[src/rtl/serial_addsub.sv]
// Multi-cycle adder/subtractor that handles CHUNK bits per clock, LSB chunk first,
// with a registered carry between chunks and valid/ready handshakes on both sides.
module serial_addsub #(
   parameter int WIDTH = 8,
   parameter int CHUNK = 2
) (
   input  logic             clk,
   input  logic             rst,
   input  logic             in_valid,
   output logic             in_ready,
   input  logic [WIDTH-1:0] in1,
   input  logic [WIDTH-1:0] in2,
   input  logic             sub,
   input  logic             cin,
   output logic             out_valid,
   input  logic             out_ready,
   output logic [WIDTH-1:0] S,
   output logic             Cout,
   output logic             Ovf
);

   // state | meaning
   // IDLE  | waiting for operands, in_ready high
   // RUN   | one chunk added per edge, cnt selects the chunk
   // DONE  | result held until out_ready

   localparam int N  = WIDTH / CHUNK;
   localparam int CW = (N > 1) ? $clog2(N) : 1;
   localparam logic [CW-1:0] LAST = CW'(N - 1);

   generate
      if (WIDTH < 2 || CHUNK < 1 || (WIDTH % CHUNK) != 0) begin : g_bad_params
         $error("serial_addsub: WIDTH must be >= 2 and a multiple of CHUNK");
      end
   endgenerate

   typedef enum logic [1:0] {IDLE, RUN, DONE} state_t;

   state_t           state, state_nxt;
   logic [WIDTH-1:0] a_q, b_q;
   logic             carry_q;
   logic [CW-1:0]    cnt_q;
   logic [CHUNK:0]   chunk_sum;
   logic [WIDTH-1:0] s_next;
   logic             msb_cin;
   logic             accept;

   assign in_ready  = (state == IDLE) & ~rst;
   assign out_valid = (state == DONE);
   assign accept    = in_valid & in_ready;

   // Operands shift right each RUN edge, so the active chunk always sits at bit 0.
   always_comb begin
      chunk_sum = {1'b0, a_q[CHUNK-1:0]} + {1'b0, b_q[CHUNK-1:0]} + {{CHUNK{1'b0}}, carry_q};
      msb_cin   = chunk_sum[CHUNK-1] ^ a_q[CHUNK-1] ^ b_q[CHUNK-1];
      s_next    = (S >> CHUNK) | (WIDTH'(chunk_sum[CHUNK-1:0]) << (WIDTH - CHUNK));
   end

   always_comb begin
      state_nxt = state;
      case (state)
         IDLE:    if (accept) state_nxt = RUN;
         RUN:     if (cnt_q == LAST) state_nxt = DONE;
         DONE:    if (out_ready) state_nxt = IDLE;
         default: state_nxt = IDLE;
      endcase
   end

   always_ff @(posedge clk) begin
      if (rst) state <= IDLE;
      else     state <= state_nxt;
   end

   always_ff @(posedge clk) begin
      if (rst) begin
         a_q     <= '0;
         b_q     <= '0;
         carry_q <= 1'b0;
         cnt_q   <= '0;
         S       <= '0;
         Cout    <= 1'b0;
         Ovf     <= 1'b0;
      end else begin
         case (state)
            IDLE: begin
               if (accept) begin
                  a_q     <= in1;
                  b_q     <= sub ? ~in2 : in2;
                  carry_q <= cin ^ sub;
                  cnt_q   <= '0;
               end
            end
            RUN: begin
               a_q     <= a_q >> CHUNK;
               b_q     <= b_q >> CHUNK;
               carry_q <= chunk_sum[CHUNK];
               cnt_q   <= cnt_q + 1'b1;
               S       <= s_next;
               if (cnt_q == LAST) begin
                  Cout <= chunk_sum[CHUNK];
                  Ovf  <= msb_cin ^ chunk_sum[CHUNK];
               end
            end
            default: ;
         endcase
      end
   end

endmodule

[config.mk]
export PLATFORM = sky130hd
export DESIGN_NAME = serial_addsub
export DESIGN_NICKNAME = d
export VERILOG_FILES = /design/src/rtl/serial_addsub.sv
export SDC_FILE = /design/constraint.sdc
export NUM_CORES = 1
export LEC_CHECK = 0
export ABC_AREA = 1
export ABC_CLOCK_PERIOD_IN_PS = 3200
export BUFFER_PORTS_ARGS = -buffer_cell sky130_fd_sc_hd__buf_2
export CORE_MARGIN = 2
export CORE_UTILIZATION = 57
export CTS_CLUSTER_SIZE = 28
export DETAILED_ROUTE_END_ITERATION = 10
export PLACE_DENSITY = 0.87
export SLEW_MARGIN = 15
export SYNTH_ARGS = -nofsm -noshare
export SYNTH_HDL_FRONTEND = slang
export SYNTH_SLANG_ARGS = --single-unit
[constraint.sdc]
create_clock -name clk -period 3.2 [get_ports clk]
set_input_delay 0.48 -clock clk [delete_from_list [all_inputs] [get_ports clk]]
set_output_delay 0.48 -clock clk [all_outputs]
set_load 0.02 [all_outputs]
Yosys cells after proc, flatten, opt, wreduce, memory -nomap -nowiden
Cells that the tools add are included.
{"block": "word_totals", "register_bits": 31, "inputBits": 22, "out_inout_bits": 12}
{"block": "op_classes", "add_sub_neg": 3, "n_eq_ne": 6, "n_mux": 13, "bitwise_logic": 9, "n_reduce_logical": 5}
{"cell": "one-hot mux 8 bit (2 select lines)", "n": 2}
{"cell": "2-to-1 mux 8 bit", "n": 3}
{"cell": "2-to-1 mux 2 bit", "n": 4}
{"cell": "inverter 8 bit", "n": 1}
{"cell": "OR 6 x 8 -> 8 bit", "n": 1}
{"cell": "one-hot mux 2 bit (3 select lines)", "n": 1}
{"cell": "== test 2 bit, second input constant", "n": 2}
{"cell": "!= test 2 bit, second input constant", "n": 2}
{"cell": "one-hot mux 2 bit (2 select lines)", "n": 1}
{"cell": "AND reduction 2 bit", "n": 2}
{"cell": "bitwise XOR 1 bit", "n": 4}
{"cell": "adder 2 x 2 -> 3 bit", "n": 1}
{"cell": "adder 3 x 1 -> 3 bit", "n": 1}
{"cell": "AND reduction 3 bit", "n": 1}
{"cell": "adder 2 x 1 -> 2 bit, second input constant", "n": 1}
{"cell": "AND 1 bit", "n": 2}
{"cell": "== test 2 x 1 -> 1 bit, second input constant", "n": 1}
{"cell": "zero test 2 bit", "n": 1}
{"cell": "!= test 2 x 1 -> 1 bit, second input constant", "n": 1}
{"cell": "one-hot mux 1 bit (2 select lines)", "n": 1}
{"cell": "nonzero test 2 bit", "n": 1}
{"cell": "2-to-1 mux 1 bit", "n": 1}
{"cell": "inverter 1 bit", "n": 1}

Depth between registers and ports, before layout
{"block": "logic_depth", "ltp_word": 5, "mapped_depth": 8, "ltp_nobuf": 8}

Worst setup path before layout
OpenSTA, ideal clock, no wires.
{"block": "synth_timing", "kind": "reg-to-reg", "start": "register a_q[0]", "end": "register Ovf", "arrival_time_ns": 1.620, "t_required_ns": 3.078, "setup_slack_ns": 1.458, "stages_incl_launch_ff": 8, "cell_sequence": "dfxtp_1 inv_1 fa_1 fa_1 xor2_1 nand2_1 nand2_1 a21oi_1"}
{"block": "synth_via", "elab_chain_cells": 5}
{"item": "start: declaration", "line_no": "40", "text": "logic [WIDTH-1:0] a_q, b_q;"}
{"item": "start signal: assignment", "line_no": "87", "text": "a_q <= in1;"}
{"item": "start signal: assignment", "line_no": "94", "text": "a_q <= a_q >> CHUNK;"}
{"item": "adder 2 x 2 -> 3 bit *", "line_no": "54", "text": "chunk_sum = {1'b0, a_q[CHUNK-1:0]} + {1'b0, b_q[CHUNK-1:0]} + {{CHUNK{1'b0}}, carry_q};"}
{"item": "adder 3 x 1 -> 3 bit *", "line_no": "54"}
{"item": "bitwise XOR 1 bit (2 in a row)", "line_no": "55", "text": "msb_cin = chunk_sum[CHUNK-1] ^ a_q[CHUNK-1] ^ b_q[CHUNK-1];"}
{"item": "bitwise XOR 1 bit *", "line_no": "101", "text": "Ovf <= msb_cin ^ chunk_sum[CHUNK];"}
{"item": "end signal: assignment", "line_no": "101"}
{"item": "end: declaration", "line_no": "19", "text": "output logic Ovf"}
Every way passes the cells marked *; elsewhere a longest branch is shown, timed or not.
A chain may end at the register's enable or synchronous reset.

Worst setup path after layout
Ends and elaborated chain as after synthesis.

==> reports/qor.csv <==
metric,value,unit
status,"complete, no violations",
"Slowest-stage cell, CP",fa_1,
Nets,278,
period utilisation layout,56.8,%
core area,0.00269,mm^2
initial antenna violation count,0,
Post-Syn Instances,223,
pin count of the biggest net entering global routing,34,
drt pass-1 iters,4,
CP bufs+invs,1,
Post-Place Cells,277,
"commonest non-fill, non-tap cell in the layout",nand2_1,
total grt overflow,0,
CTS tree,built,
Hold Slack,0.393,ns
Final HPWL DP,1920,um
layout cells sized above 1,20.9,%
global-route wire length before repair,4800,um
clk buf depth,2,
Reg2Reg Depth,7,
setup repair after global routing missed its margin,no,
via/cell ratio,4.89,
Die H,56.4,um
most frequent cells in the layout,"61 x nand2_1, 33 x buf_2, 31 x dfxtp_1",
leak pwr,0.867,nW
post-route ant nets,0,
"IR drop worst, VDD",377,uV
max incr delay on CP,0.56,ns
fmax,550,MHz
htree depth,2,
Final min period,1.82,ns
Layout area overhead,13.1,%
initial drt markers,31,
Residual DRC,0,
# IOs,34,
FF-to-FF setup slack,1.38,ns
Hold Crit Depth,4,
final slew viol count,0,
min-delay src,out_ready,
Reg-to-Reg End,Ovf$_SDFFE_PP0P_,
drt wl/cell,9.59,um
clock skew,0.00653,ns
Initial Utilization,58.4,%
Syn Area/Cell,7.03,um^2
# hold bufs at CTS,0,
Post-CTS Setup Repair Bufs,0,
Via Count,1395,
Startpoint Class,flip-flop,
"Cell Area, Synth",0.00157,mm^2
Max Fanout on Critical Path,3,
critical path data required time,3.42,ns
post-CTS resize count,0,
CTS Root Cell,clkbuf_4,
"CP delay by family, top",adder cells,
hold crit path type,in -> reg,
Worst-Skew Late Latency,0.33,ns
"Cell Chain, Critical Path","inv_1, fa_1, fa_1, xor2_1, nand2_1, nand2_1, a21oi_1",
CTS Sinks,31,
pwr dens,485,mW/mm^2
number of global-route vias before repair,1204,
arrival time at the worst endpoint,2.04,ns
final hold violations,0,
CP endpoint kind,flip-flop,
FF-to-FF Start,a_q[0]$_SDFFE_PP0P_,
register area share after synthesis,39.6,%
Cell Rows,19,
total CTS buffers,5,
Max-Slew Margin vs Limit,76.8,%
WHS Endpoint,state[1]$_SDFFE_PP0P_,
max_cap viols,0,
layout filler cell count,233,
Synth cell types,25,
"Reg clk slew, reported paths",0.10,ns
Synthesized Nets,248,
GP Congestion,0.748,
Synth Warn #,0,
IO Port Bufs,33,
setup TNS,0,ns
n_diodes,0,
die area,0.00319,mm^2
final-report setup violation count,0,
synthesized flop and latch total,31,
Non-Filler Instances,285,
Worst-Margin Slew,0.347,ns
die extent in x,56.4,um
Routed WL,2730,um
total global-route track usage,19.2,%
kind of critical path,reg -> reg,
logic make-up after synthesis:
family                   share of synthesized area (%)
AND/OR/NAND/NOR                                   29.1
AO/OA/AOI/OAI                                     14.8
buffers and inverters                             10.9
flip-flops                                        39.6
XOR/XNOR                                          2.24
adder cells (fa/ha/maj)                           3.35
worst max path at each step:
| stage | startpoint | to | cells past startpoint |
|---|---|---|---|
| 2_1_floorplan | a_q[0]$_SDFFE_PP0P_ | Ovf$_SDFFE_PP0P_ | 7 |
| 3_3_place_gp | a_q[0]$_SDFFE_PP0P_ | Ovf$_SDFFE_PP0P_ | 7 |
| 3_5_place_dp | rst | a_q[3]$_SDFFE_PP0P_ | 7 |
| 4_1_cts | a_q[0]$_SDFFE_PP0P_ | Ovf$_SDFFE_PP0P_ | 7 |
| 5_1_grt | a_q[0]$_SDFFE_PP0P_ | Ovf$_SDFFE_PP0P_ | 7 |
| 6_report | a_q[0]$_SDFFE_PP0P_ | Ovf$_SDFFE_PP0P_ | 7 |
metrics by stage:
| step | power [mW] | util (%) | setup slack, ns | cell area (um^2) |
|---|---|---|---|---|
| 3_3_place_gp | 0.605 | 63.4 | 1.42 | 1700 |
| 6_report | 0.859 | 66.0 | 1.38 | 1770 |
| 2_1_floorplan | 0.574 | - | 1.46 | 1570 |
| 3_5_place_dp | 0.609 | 63.4 | 1.38 | 1700 |
| 4_1_cts | 0.865 | 66.0 | 1.37 | 1770 |
| 5_1_grt | 0.903 | 66.0 | 1.29 | 1770 |
area by class of cell:
type	instances	area [um^2]	area share, %
clock buffer	8	68.8	3.88
inverter	27	104	5.86
multi-input combinational	155	776	43.8
sequential	31	621	35.0
tap	31	38.8	2.19
timing repair buffer	33	165	9.32
worst min-delay path, stage by stage:
cell	delay (ns)
buf_2	0.08
inv_1	0.03
nand2_1	0.05
a21oi_1	0.05
routing by layer:
| metal | share of wire [%] | wire length (um) | global-route usage, % | vias to the layer above |
|---|---|---|---|---|
| met4 | 1.1 | 31 | 6.12 | 0 |
| met2 | 45 | 1230 | 32.4 | 27 |
| met3 | 5.6 | 152 | 7.14 | 5 |
| met5 | 0 | 0 | 0 | - |
| li1 | - | - | - | 760 |
| met1 | 48 | 1320 | 22.3 | 603 |
registers in the layout, indices dropped and copies added, names as in the netlist:
name and count:
state 2, S 8, cnt_q 2, Cout 1, carry_q 1, Ovf 1
b_q 8, a_q 8
cell usage after synthesis:
master	number	area share, %
nor3_1	1	0.32
nand2_4	2	1.4
inv_1	25	6.0
nand3_4	1	1.1
nor2_2	1	0.40
nand3_1	15	4.8
clkbuf_2	1	0.32
nor2_1	27	6.5
nand2_1	61	15
dfxtp_1	31	40
a21oi_2	7	3.9
xnor2_1	1	0.56
buf_4	3	1.4
xor2_1	3	1.7
o211a_1	1	0.64
a21oi_1	10	3.2
inv_2	1	0.24
buf_2	2	0.64
o21ai_1	4	1.3
o21ai_0	18	5.7
fa_1	2	2.6
buf_1	2	0.48
ha_1	1	0.80
buf_6	2	1.4
inv_4	1	0.40
report_power, final:
part           total, mW  internal [mW]  switching, mW
clock              0.260          0.129          0.131
combinational      0.169         0.0637          0.105
sequential         0.430          0.415         0.0152
total              0.859          0.608          0.251
Power figures use the tool's default switching activity.
